--- src/rtl/pe_pkg.sv ---
// rtl/pe_pkg.sv - shared types and constants for the PE array drain path
package pe_pkg;
    localparam int ACC_BW_DEF = 32;
    localparam int MUL_BW_DEF = 16;

    typedef logic signed [ACC_BW_DEF-1:0] acc_t;
    typedef logic signed [MUL_BW_DEF-1:0] mul_t;

    localparam mul_t MUL_MAX = mul_t'({1'b0, {(MUL_BW_DEF-1){1'b1}}});
    localparam mul_t MUL_MIN = mul_t'({1'b1, {(MUL_BW_DEF-1){1'b0}}});

    typedef enum logic [1:0] {IDLE, CAPTURE, FLUSH} drain_state_e;
endpackage

--- src/rtl/acc_sat.sv ---
// rtl/acc_sat.sv - accumulator to multiplier format shift-and-saturate
module acc_sat
    import pe_pkg::*;
#(
    parameter int ACC_BW = $bits(acc_t),
    parameter int MUL_BW = $bits(mul_t),
    parameter int FRA_BW = 10
) (
    input  logic [ACC_BW-1:0] acc,
    output logic [MUL_BW-1:0] mul
);
    localparam logic signed [ACC_BW-1:0] HI = {{(ACC_BW-MUL_BW+1){1'b0}}, {(MUL_BW-1){1'b1}}};
    localparam logic signed [ACC_BW-1:0] LO = {{(ACC_BW-MUL_BW+1){1'b1}}, {(MUL_BW-1){1'b0}}};

    logic signed [ACC_BW-1:0] t;

    assign t = $signed(acc) >>> FRA_BW;

    always_comb begin
        mul = t[MUL_BW-1:0];
        if (t > HI) begin
            mul = {1'b0, {(MUL_BW-1){1'b1}}};
        end else if (t < LO) begin
            mul = {1'b1, {(MUL_BW-1){1'b0}}};
        end
    end
endmodule

--- src/rtl/pe_drain.sv ---
// rtl/pe_drain.sv - de-skews systolic array column outputs into converted rows for the host
module pe_drain
    import pe_pkg::*;
#(
    parameter int COLS       = 4,
    parameter int INT_BW     = 5,
    parameter int FRA_BW     = 10,
    parameter int MUL_BW     = 16,
    parameter int ACC_BW     = 32,
    parameter int FIFO_DEPTH = 4,
    parameter int ROW_CW     = 8
) (
    input  logic                   clk,
    input  logic                   rst_n,
    input  logic                   start_i,
    input  logic [ROW_CW-1:0]      nrow_i,
    input  logic [COLS*ACC_BW-1:0] col_i,
    output logic [COLS*MUL_BW-1:0] row_o,
    output logic                   row_valid_o,
    input  logic                   row_ready_i,
    output logic                   row_last_o,
    output logic                   busy_o,
    output logic                   done_o,
    output logic                   ovf_o
);
    localparam int PW = $clog2(FIFO_DEPTH);
    localparam int CW = ROW_CW + $clog2(COLS) + 1;

    if (MUL_BW != 1 + INT_BW + FRA_BW) begin : g_bad_cfg
        $error("pe_drain: MUL_BW must equal 1+INT_BW+FRA_BW");
    end

    drain_state_e state, state_d;
    logic                   done_d;
    logic [CW-1:0]          cnt;
    logic [ROW_CW-1:0]      nrow_q;
    logic [CW-1:0]          last_k;
    logic [COLS*ACC_BW-1:0] aligned;
    logic [COLS*MUL_BW-1:0] conv;
    logic [COLS*MUL_BW-1:0] mem [FIFO_DEPTH];
    logic [FIFO_DEPTH-1:0]  last_mem;
    logic [PW-1:0]          wr_ptr, rd_ptr;
    logic [PW:0]            count;
    logic                   wr_req, wr_last, full, pop, push;

    // Column c is delayed COLS-1-c cycles so every column of a row lines up together.
    for (genvar c = 0; c < COLS; c++) begin : g_col
        localparam int D = COLS - 1 - c;
        if (D == 0) begin : g_direct
            assign aligned[c*ACC_BW +: ACC_BW] = col_i[c*ACC_BW +: ACC_BW];
        end else begin : g_pipe
            logic [ACC_BW-1:0] pipe [D];
            always_ff @(posedge clk or negedge rst_n) begin
                if (!rst_n) begin
                    for (int i = 0; i < D; i++) pipe[i] <= '0;
                end else begin
                    pipe[0] <= col_i[c*ACC_BW +: ACC_BW];
                    for (int i = 1; i < D; i++) pipe[i] <= pipe[i-1];
                end
            end
            assign aligned[c*ACC_BW +: ACC_BW] = pipe[D-1];
        end

        acc_sat #(.ACC_BW(ACC_BW), .MUL_BW(MUL_BW), .FRA_BW(FRA_BW)) u_sat (
            .acc (aligned[c*ACC_BW +: ACC_BW]),
            .mul (conv[c*MUL_BW +: MUL_BW])
        );
    end

    assign last_k      = CW'(nrow_q) + CW'(COLS - 2);
    assign row_valid_o = (count != '0);
    assign full        = (count == (PW+1)'(FIFO_DEPTH));
    assign pop         = row_valid_o & row_ready_i;
    assign wr_req      = (state == CAPTURE) && (cnt >= CW'(COLS - 1));
    assign wr_last     = (cnt == last_k);
    assign push        = wr_req & (~full | pop);
    assign row_o       = mem[rd_ptr];
    assign row_last_o  = row_valid_o & last_mem[rd_ptr];
    assign busy_o      = (state != IDLE);

    always_comb begin
        state_d = state;
        done_d  = 1'b0;
        case (state)
            IDLE: begin
                if (start_i) begin
                    if (nrow_i != '0) state_d = CAPTURE;
                    else              done_d  = 1'b1;
                end
            end
            CAPTURE: begin
                if (wr_req && wr_last) state_d = FLUSH;
            end
            FLUSH: begin
                // An empty FIFO here means the tagged last row was dropped on overflow.
                if ((pop && row_last_o) || !row_valid_o) begin
                    state_d = IDLE;
                    done_d  = 1'b1;
                end
            end
            default: state_d = IDLE;
        endcase
    end

    always_ff @(posedge clk or negedge rst_n) begin
        if (!rst_n) begin
            state  <= IDLE;
            done_o <= 1'b0;
        end else begin
            state  <= state_d;
            done_o <= done_d;
        end
    end

    always_ff @(posedge clk or negedge rst_n) begin
        if (!rst_n) begin
            cnt    <= '0;
            nrow_q <= '0;
            ovf_o  <= 1'b0;
        end else begin
            if (state == IDLE && start_i) begin
                cnt    <= CW'(1);
                nrow_q <= nrow_i;
                ovf_o  <= 1'b0;
            end else if (state == CAPTURE) begin
                cnt <= cnt + CW'(1);
            end
            if (wr_req && full && !pop) ovf_o <= 1'b1;
        end
    end

    always_ff @(posedge clk or negedge rst_n) begin
        if (!rst_n) begin
            wr_ptr   <= '0;
            rd_ptr   <= '0;
            count    <= '0;
            last_mem <= '0;
            for (int i = 0; i < FIFO_DEPTH; i++) mem[i] <= '0;
        end else begin
            if (push) begin
                mem[wr_ptr]      <= conv;
                last_mem[wr_ptr] <= wr_last;
                wr_ptr           <= wr_ptr + PW'(1);
            end
            if (pop) rd_ptr <= rd_ptr + PW'(1);
            count <= count + (PW+1)'(push) - (PW+1)'(pop);
        end
    end
endmodule

--- config.mk ---
export PLATFORM = sky130hd
export DESIGN_NAME = pe_drain
export DESIGN_NICKNAME = d
export VERILOG_FILES = /design/src/rtl/pe_pkg.sv /design/src/rtl/acc_sat.sv /design/src/rtl/pe_drain.sv
export SDC_FILE = /design/constraint.sdc
export NUM_CORES = 1
export LEC_CHECK = 0
export CORE_MARGIN = 4
export CORE_UTILIZATION = 43
export DETAILED_ROUTE_END_ITERATION = 12
export PLACE_DENSITY = 0.76
export RECOVER_POWER = 25
export SYNTH_ARGS = -nofsm -noshare
export SYNTH_HDL_FRONTEND = slang
export SYNTH_SLANG_ARGS = --single-unit
--- constraint.sdc ---
create_clock -name clk -period 2.8 [get_ports clk]
set_input_delay 0.56 -clock clk [delete_from_list [all_inputs] [get_ports clk]]
set_output_delay 0.56 -clock clk [all_outputs]
set_load 0.05 [all_outputs]
==> reports/qor.txt, run 1 <==
DR DRC count = 0
area leader, netlist = dfrtp_1
number of global-route vias before repair = 10470
routability cong. = 0.762
fraction of layout cells with a size suffix above 1 = 41.7%
num rows = 74
DR iter-0 viols = 491
most common cell in the synthesized netlist = dfrtp_1
register area = 0.0106 mm²
Yosys warnings = 0
Critical Path Source Type = flop
GR Overflow Total = 0
Die Y = 212 µm
switching portion of total power = 37.0%
Critical Path RT = 2240 ps
Routed Antenna Nets = 0
CP peak stage delay = 730 ps
drt via density = 5.20
Crit-path slowest cell = clkdlybuf4s50_1
Synth area leaders = dfrtp_1, mux2_4, mux4_2, mux2_2, o21a_1
largest net degree at the start of global routing = 78
Netlist cell types = 49
P_sw = 11.3 mW
multi-input logic area = 0.00666 mm²
clock skew = 16.3 ps
failing checks = max-capacitance violations, max-slew violations
Clock H-tree levels = 2
top post-synthesis cells by count = dfrtp_1, mux2_4, mux2_2, mux4_2, o21a_1
Port Buf Inserts = 168
setup repair after global routing missed its margin = false
post-synthesis async set-or-reset flop share = 100%
I/O Pins = 209
Post-Syn Area = 0.0178 mm²
Die X = 212 µm
Layout area overhead = 20.7%
CTS Buffer Depth = 3
Syn Nets = 1176
final HPWL from detailed placement = 22600 µm
global-route usage over all layers = 16.4%
Slew HR = -12.3%
register share of total power = 31.5%
number of gates resized after cts = 0
clk slew on worst S/H paths = 60 ps
initial antenna violation count = 0
worst hold-check path type = reg -> reg
Clock Power Share = 18.9%
root buffer cell = clkbuf_16
Final setup violation count = 0
Seq/Total Area, Yosys = 59.2%
TritonCTS buffer count = 45
final net count = 1385
Slew Limit Fails = 52
crit share post-route = 96.3%
crit path max fanout = 4
Comb power frac = 49.6%
Clk Latency, worst-skew pair = 560 ps
Int Power = 19.2 mW
Post-Syn Instances = 1027
via count = 9350
WS Path Type = reg -> out
most used flip-flop cell after synthesis = dfrtp_1
drt wl/cell = 20.3 µm
worst path cell trace = or3_1 > clkdlybuf4s50_1
first-pass GRT wire length = 58500 µm
Synth top area share = 59.2%
DRT Pass-1 Iters = 5
setup_tns = 0 ps
transition time of the tightest slew-check pin = 1680 ps
Total Routed Length = 36400 µm
antenna fix cells = 0
status = complete, but fails checks
Layout fillers = 3285
Die ar. = 0.0448 mm²
initial core utilization = 43.6%
peak supply drop = 589 µV
Design Power = 30.4 mW
Clock Sink Count = 422
number of synthesized flops with an enable pin = 0
Crit. End Element = primary output
core area = 0.0409 mm²
maximum clock rate = 371 MHz
Min Clock Period, post-route = 2700 ps
kind of cell adding the most delay to the critical path = buffers and inverters
number of max-cap violations = 1
crit path buf inv count = 1
Power Density = 1410 mW/mm²
CTS tree = yes
Final Hold Fails = 0
Static Leak = 9.97 nW
Syn Area/Cell = 17.4 µm²
Arrival @ worst endpoint = 2140 ps
Hold WS = 345 ps
Yosys reg bits = 422
[timing repair]
action,4_1_cts,5_1_grt
buffers inserted,6,0
hold buffers,1,0
hold endpoints to repair,46,0
setup endpoints to repair,62,0
[final timing paths]
check	from	end	slack (ps)	depth (start not counted)
max in group asynchronous	rst_n	aligned[12]	590	3
min in group asynchronous	rst_n	mem[146]	1000	2
hold reg to reg	g_col[0].g_pipe.pipe[57]	aligned[25]	340	0
setup reg to reg	cnt[0]	mem[67]	310	8
setup / recovery	count[1]	row_valid_o	100	2
hold / removal	g_col[0].g_pipe.pipe[57]	aligned[25]	340	0
[per-layer routing]
layer | GRT usage (%) | vias up | share of wire, %
met5 | 0 | - | 0
met4 | 3.78 | 0 | 1.8
met3 | 3.54 | 51 | 4.4
met1 | 22.7 | 4968 | 46
li1 | - | 4153 | -
met2 | 27.0 | 178 | 48
[cell type report]
type / instances / area share [%]
Inverter: 10 / 0.174
Timing Repair Buffer: 219 / 10.1
Multi-Input combinational cell: 538 / 30.9
Sequential cell: 422 / 49.1
Tap cell: 532 / 3.09
Clock buffer: 66 / 6.06
Clock inverter: 11 / 0.546
[cells by family after synthesis]
| group | share of synthesized area [%] |
|---|---|
| fa+ha+maj | 0.674 |
| buf+inv | 3.54 |
| xor+xnor | 0.639 |
| flops | 59.2 |
| mux | 29.4 |
| simple gates | 2.68 |
| compound gates | 3.82 |
[metrics by stage]
step	instance area (µm²)	util (%)	worst slack [ps]	cells
final	21500	52.6	103	1798
after detailed placement	20000	48.9	-4.04	1714
after global routing	21500	52.6	31.9	1798
after CTS	21500	52.6	57.8	1798
after floorplan	17800	-	428	1027
after global placement	20000	48.9	94.2	1714
[flip-flops by register name, indices dropped and copies added, names as in the netlist]
signal,flops
last_mem,4
cnt,11
nrow_q,8
state,2
ovf_o,1
done_o,1
rd_ptr,2
g_col.g_pipe.pipe,88
aligned,44
wr_ptr,2
count,3
mem,256
[layout by cell type, fill, tap and decap left out, types with 11 or more instances in the layout]
cell type and instances:
o21a_1 60, mux2_2 68, clkdlybuf4s50_1 36, mux4_2 65, dlygate4sd3_1 67, mux2_4 200, nand2_1 22, buf_12 20
clkbuf_1 11, buf_4 94, clkbuf_16 45, nor2_1 12, dfrtp_1 420
[power by group through the flow]
stage,logic (mW),clock network (mW),registers (mW)
finish,15.1,5.75,9.60
global route,15.9,6.19,9.84
CTS,15.3,5.92,9.59
detailed placement,15.0,0,9.77
global placement,14.8,0,9.64
floorplan,12.1,0,9.12
Note: power is estimated with default switching activity, not from simulation.
==> run 2, diff against run 1 <==
- CTS_BUF_LIST: unset -> sky130_fd_sc_hd__clkbuf_4
==> run 2 against run 1 <==
  * The run ends with max-capacitance violations, max-slew violations, negative setup slack left
  * Wire length is 2.8% higher
  * Maximum frequency is 7.4% lower
  * Sequential cell count unchanged
==> reports/qor.txt, run 2 (synthesized netlist as in run 1, its figures left out) <==
r2r worst-path depth = 8 (unchanged)
drt wl/cell = 19.4 µm (-4.2%)
register share of total power = 30.7% (-0.8 points)
DRT Pass-1 Iters = 5 (unchanged)
DR iter-0 viols = 440 (-10%)
clock skew = 43.6 ps (+27.2 ps)
failing checks = max-capacitance violations, max-slew violations, negative setup slack
root buffer cell = clkbuf_4
final HPWL from detailed placement = 22600 µm (unchanged)
routability cong. = 0.762 (unchanged)
CTS Buffer Depth = 3 (unchanged)
Clock Power Share = 17.2% (-1.7 points)
setup repair after global routing missed its margin = true
commonest non-fill, non-tap cell in the layout = dfrtp_1
Arrival @ worst endpoint = 2350 ps (+210 ps)
maximum clock rate = 343 MHz (-7.4%)
worst path cell trace = buf_12 > clkbuf_16 > mux4_2 > buf_6
Layout area overhead = 23.0%
Critical Path RT = 2240 ps (about the same)
I/O Pins = 209 (unchanged)
switching portion of total power = 37.4% (+0.44 points)
most frequent cells in the layout = dfrtp_1, mux2_4, clkbuf_4
crit path max fanout = 8 (+4)
TritonCTS buffer count = 110 (+140%)
crit share post-route = 104% (+7.7 points)
R2R Path End = mem[65]
Comb power frac = 52.1% (+2.5 points)
fraction of layout cells with a size suffix above 1 = 46.6% (+4.9 points)
final setup margin = -113 ps (-216 ps)
Slew HR = -10.5% (+1.8 points)
global-route usage over all layers = 17.0% (+0.61 points)
Port Buf Inserts = 168 (unchanged)
final net count = 1458 (+5.3%)
number of global-route vias before repair = 11169 (+6.7%)
Static Leak = 10.3 nW (+3.2%)
Die ar. = 0.0448 mm² (unchanged)
Die Y = 212 µm (unchanged)
GR Overflow Total = 0 (unchanged)
WS Path Type = reg -> out
R2R setup slack = 280 ps (-30 ps)
initial antenna violation count = 1 (+1)
Int Power = 19.4 mW (+1.4%)
CTS tree = yes
Min Clock Period, post-route = 2910 ps (+216 ps)
Design Power = 31.1 mW (+2.1%)
Crit. End Element = primary output
max reg flops = 256 (unchanged)
worst hold-check path type = in -> reg
status = complete, but fails checks
critical path launch point = rd_ptr[0]
peak supply drop = 693 µV (+18%)
Biggest register = mem
num rows = 74 (unchanged)
Clk Latency, worst-skew pair = 820 ps (+260 ps)
DP Worst Slack = -4.04 ps (unchanged)
Total Routed Length = 37400 µm (+2.8%)
core area = 0.0409 mm² (unchanged)
post-route cell area = 0.0219 mm² (+1.9%)
worst r2r src = cnt[0]
Placed Area = 0.0200 mm² (unchanged)
Power Density = 1420 mW/mm² (+0.17%)
CP peak stage delay = 520 ps (-210 ps)
Hold WS = 290 ps (-55.0 ps)
Crit-path slowest cell = mux4_2
transition time of the tightest slew-check pin = 1660 ps (-27.7 ps)
DR DRC count = 0 (unchanged)
via count = 9819 (+5.0%)
clk slew on worst S/H paths = 70 ps (about the same)
initial core utilization = 43.6% (unchanged)
first-pass GRT wire length = 60200 µm (+3.0%)
Routed Antenna Nets = 0 (unchanged)
largest net degree at the start of global routing = 78 (unchanged)
Final setup violation count = 52 (+52)
Final Hold Fails = 0 (unchanged)
CP Capture Point = row_o[45]
Clock Sink Count = 422 (unchanged)
Critical Path Source Type = flop
Die X = 212 µm (unchanged)
Clock H-tree levels = 3 (+1)
number of max-cap violations = 1 (unchanged)
Slew Limit Fails = 53 (+1.9%)
drt via density = 5.09 (-2.1%)
P_sw = 11.6 mW (+3.3%)
-- run 2: worst min-delay path by stage --
stage          slack, ps                  endpoint  depth (start not counted)                startpoint
6_report             290  g_col[2].g_pipe.pipe[12]                          1                 col_i[76]
4_1_cts               50  g_col[2].g_pipe.pipe[31]                          1                 col_i[95]
2_1_floorplan        260               aligned[10]                          0                     rst_n
5_1_grt              180  g_col[0].g_pipe.pipe[89]                          1                 col_i[25]
3_5_place_dp         330               aligned[59]                          0  g_col[1].g_pipe.pipe[59]
3_3_place_gp         330               aligned[26]                          0  g_col[0].g_pipe.pipe[58]
-- run 2: area by class of cell --
cell class | instances | area [µm²]
inverter | 10 | 37.5
clock buffer | 164 | 1230
timing repair buffer | 227 | 2570
antenna | 3 | 7.51
fill | 3291 | 19000
clock inverter | 33 | 186
sequential | 422 | 10600
multi-input combinational | 538 | 6660
tap | 532 | 666
-- run 2: metal layers --
layer  share of wire [%]  vias up  GRT usage, %
met5                   0        -             0
met3                 5.1       76          4.56
met4                 2.3        0          5.93
li1                    -     4380             -
met1                  45     5127          22.8
met2                  48      236          27.1
-- run 2: power groups by stage --
stage	Clock [mW]	Sequential, mW	Combinational (mW)
2_1_floorplan	0	9.12	12.1
3_3_place_gp	0	9.64	14.8
4_1_cts	5.58	9.54	16.1
5_1_grt	5.93	9.80	17.0
3_5_place_dp	0	9.77	15.0
6_report	5.34	9.55	16.2
-- run 2: through the flow --
step           setup TNS, ps  utilization, %  instances
2_1_floorplan              0               -       1027
3_3_place_gp               0            48.9       1714
3_5_place_dp           -5.76            48.9       1714
4_1_cts               -12720            53.3       1924
5_1_grt               -14010            53.6       1928
6_report               -3870            53.6       1929
-- run 2: repair_timing --
action,CTS,global route
hold endpoints to repair,46,0
resized for setup,60,25
hold buffers,1,0
buffers inserted,11,2
cloned,1,2
setup endpoints to repair,67,66
pin swaps,0,1
-- run 2: critical path: cells and delay by family, from the launching register on --
kind / cells / cell delay, ps
buffers and inverters: 3 / 560
DFF: 1 / 460
muxes: 1 / 520
==> run 3, diff against run 2 <==
- ABC_AREA: unset -> 1
==> run 3 against run 2 <==
  * The run still ends with max-capacitance violations, max-slew violations, negative setup slack left
  * Sequential share of layout area decreased by 2.2 points
  * Register-to-register slack improved by 300 ps
  * Global-route usage increased by 5.2 points
  * Critical path depth increased by 2
  * Cell count increased by 46%
  * Sequential cell count unchanged
  * Die area decreased by 3.8%
  * Synthesized cell count increased by 92%
  * Sequential power increased by 2%
  * Largest power group unchanged
  * Via count increased by 51%
  * Clock power decreased by 5.6%
==> reports/qor.txt, run 3 <==
register share of total power = 27.9% (-2.8 points)
setup repair after global routing missed its margin = true
Total Routed Length = 49500 µm (+32%)
Slew HR = -35.0% (-25 points)
initial antenna violation count = 1 (unchanged)
fin cells = 2817 (+46%)
status = complete, but fails checks
worst hold stages = 0 (-1)
number of synthesized flops with an enable pin = 0 (unchanged)
final setup margin = -26.1 ps (+86.5 ps)
peak supply drop = 1160 µV (+67%)
Die Y = 208 µm (-1.9%)
post-route cell area = 0.0230 mm² (+4.8%)
Syn Area/Cell = 8.69 µm² (-50%)
I/O Pins = 209 (unchanged)
clk slew on worst S/H paths = 70 ps (about the same)
final net count = 2363 (+62%)
Die ar. = 0.0431 mm² (-3.8%)
transition time of the tightest slew-check pin = 2020 ps (+368 ps)
Clock Sink Count = 422 (unchanged)
Die X = 208 µm (-1.9%)
placed cell count = 2592 (+51%)
Arrival @ worst endpoint = 2270 ps (-80 ps)
crit share post-route = 101% (-3.1 points)
Min Clock Period, post-route = 2830 ps (-86.5 ps)
crit path max fanout = 14 (+6)
GR Overflow Total = 0 (unchanged)
DR DRC count = 0 (unchanged)
max reg flops = 256 (unchanged)
TritonCTS buffer count = 107 (-2.7%)
Routed Antenna Nets = 0 (unchanged)
number of global-route vias before repair = 15280 (+37%)
failing checks = max-capacitance violations, max-slew violations, negative setup slack
first-pass GRT wire length = 78200 µm (+30%)
DRT Pass-1 Iters = 5 (unchanged)
Crit. End Element = primary output
Worst Hold Endpoint = aligned[19]
CTS Buffer Depth = 3 (unchanged)
largest net degree at the start of global routing = 75 (-3.8%)
number of max-cap violations = 1 (unchanged)
R2R setup slack = 580 ps (+300 ps)
maximum clock rate = 354 MHz (+3.1%)
r2r worst-path depth = 9 (+1)
Post-Syn Instances = 1969 (+92%)
Synth area leaders = dfrtp_1, nand2_1, o21ai_0, nor2_1, o22ai_1
Syn Nets = 2118 (+80%)
global-route usage over all layers = 22.2% (+5.2 points)
num rows = 72 (-2.7%)
Int Power = 19.0 mW (-2.3%)
Clock H-tree levels = 3 (unchanged)
hold_sp = g_col[0].g_pipe.pipe[51]
Power Density = 1510 mW/mm² (+6.9%)
Yosys reg bits = 422 (unchanged)
Synth top area share = 61.7% (+2.5 points)
commonest non-fill, non-tap cell in the layout = nand2_1
Port Buf Inserts = 168 (unchanged)
Netlist cell types = 28 (-43%)
core area = 0.0390 mm² (-4.7%)
WS Path Type = reg -> out
Placed Area = 0.0202 mm² (+0.93%)
initial core utilization = 43.9% (+0.32 points)
final HPWL from detailed placement = 26500 µm (+17%)
R2R Path End = count[2]
routability cong. = 0.862 (+13%)
Final Hold Fails = 0 (unchanged)
most frequent cells in the layout = nand2_1, dfrtp_1, clkbuf_4
via count = 14834 (+51%)
drt wl/cell = 17.6 µm (-9.4%)
worst hold-check path type = reg -> reg
clock skew = 57.2 ps (+13.6 ps)
Clk Latency, worst-skew pair = 800 ps (-20 ps)
Critical Path Source Type = flop
Biggest register = mem
P_sw = 15.8 mW (+36%)
Final setup violation count = 17 (-67%)
switching portion of total power = 45.4% (+8.0 points)
post-synthesis async set-or-reset flop share = 100% (unchanged)
Critical Path RT = 2240 ps (about the same)
Comb power frac = 57.6% (+5.5 points)
most used flip-flop cell after synthesis = dfrtp_1
Layout area overhead = 34.2%
Static Leak = 11.3 nW (+10%)
area leader, netlist = dfrtp_1
Clock Power Share = 14.5% (-2.7 points)
CTS tree = yes
root buffer cell = clkbuf_4
Post-Syn Area = 0.0171 mm² (-4.0%)
drt via density = 5.27 (+3.5%)
Seq/Total Area, Yosys = 61.7% (+2.5 points)
fraction of layout cells with a size suffix above 1 = 19.5% (-27 points)
Yosys warnings = 0 (unchanged)
top post-synthesis cells by count = nand2_1, dfrtp_1, o21ai_0, nor2_1, o22ai_1
most common cell in the synthesized netlist = nand2_1
worst r2r src = cnt[1]
DR iter-0 viols = 1320 (+200%)
Slew Limit Fails = 71 (+34%)
[run 3: cell count changes after synthesis, sizes merged, moves of 13 or more]
cell,change
o21a,-60
nand3,+13
o21ai,+152
clkbuf,+22
nand2,+911
mux2,-268
nor2,+138
buf,+26
mux4,-65
o22ai,+65
inv,+43
[run 3: worst max-delay path by stage]
stage / slack (ps) / start / end
3_3_place_gp: 150 / row_ready_i / count[2]
6_report: -30 / rd_ptr[0] / row_last_o
3_5_place_dp: 200 / row_ready_i / count[2]
4_1_cts: -110 / rd_ptr[0] / row_last_o
5_1_grt: -110 / rd_ptr[0] / row_o[29]
2_1_floorplan: 270 / rd_ptr[0] / row_o[10]
[run 3: logic make-up after synthesis]
logic type / synth area share, %
buffers and inverters: 4.01
AO/OA/AOI/OAI: 7.79
multiplexers: 0.0585
XOR/XNOR: 0.358
adder cells (fa/ha/maj): 0.702
flip-flops: 61.7
AND/OR/NAND/NOR: 25.4
[run 3: power groups by stage]
| stage | Clock (mW) | Combinational, mW | Sequential (mW) |
|---|---|---|---|
| global placement | 0 | 16.5 | 9.44 |
| detailed placement | 0 | 16.9 | 9.54 |
| floorplan | 0 | 9.78 | 9.27 |
| finish | 5.04 | 20.0 | 9.72 |
| CTS | 5.18 | 18.7 | 9.51 |
| global route | 5.51 | 21.3 | 9.96 |
[run 3: final cells by class]
type | instances | area, µm²
Clock buffer | 152 | 1140
Multi-Input combinational cell | 1389 | 6710
Fill cell | 3149 | 16000
Clock inverter | 41 | 189
Inverter | 53 | 211
Tap cell | 518 | 648
Sequential cell | 422 | 10600
Antenna cell | 1 | 2.50
Timing Repair Buffer | 240 | 3490
Timing Repair inverter | 1 | 16.3
[run 3: per-layer routing]
metal  global-route usage [%]  share of wire, %  vias to the layer above
met5                        0                 0                        -
met4                     10.0               3.7                        0
met3                     4.59               9.2                      146
met2                     36.9                48                      771
met1                     28.3                39                     7123
li1                         -                 -                     6794
[run 3: through the flow]
step / setup WS [ps] / utilization (%) / total power [mW] / hold WS [ps] / TNS, ps
3_3_place_gp: 150 / 51.8 / 25.9 / 334 / 0
3_5_place_dp: 195 / 51.8 / 26.5 / 335 / 0
4_1_cts: -114 / 57.3 / 33.4 / 144 / -3500
2_1_floorplan: 270 / - / 19.0 / 264 / 0
5_1_grt: -112 / 58.9 / 36.8 / 281 / -3770
6_report: -26.1 / 58.9 / 34.8 / 316 / -223
[run 3: what timing repair did]
item                       CTS  global route
gates cloned                10             9
setup endpoints to repair   67            65
gates resized for setup    124           161
hold endpoints to repair    62             0
setup buffers                7             6
hold buffers                 1             0
pin swaps                   22            34
[run 3: critical path, stage by stage, from the launching register on]
cell	delay, ps
dfrtp_4	580
inv_12	130
buf_12	150
o21ai_1	70
o22a_1	220
nor2_4	160
buf_12	160
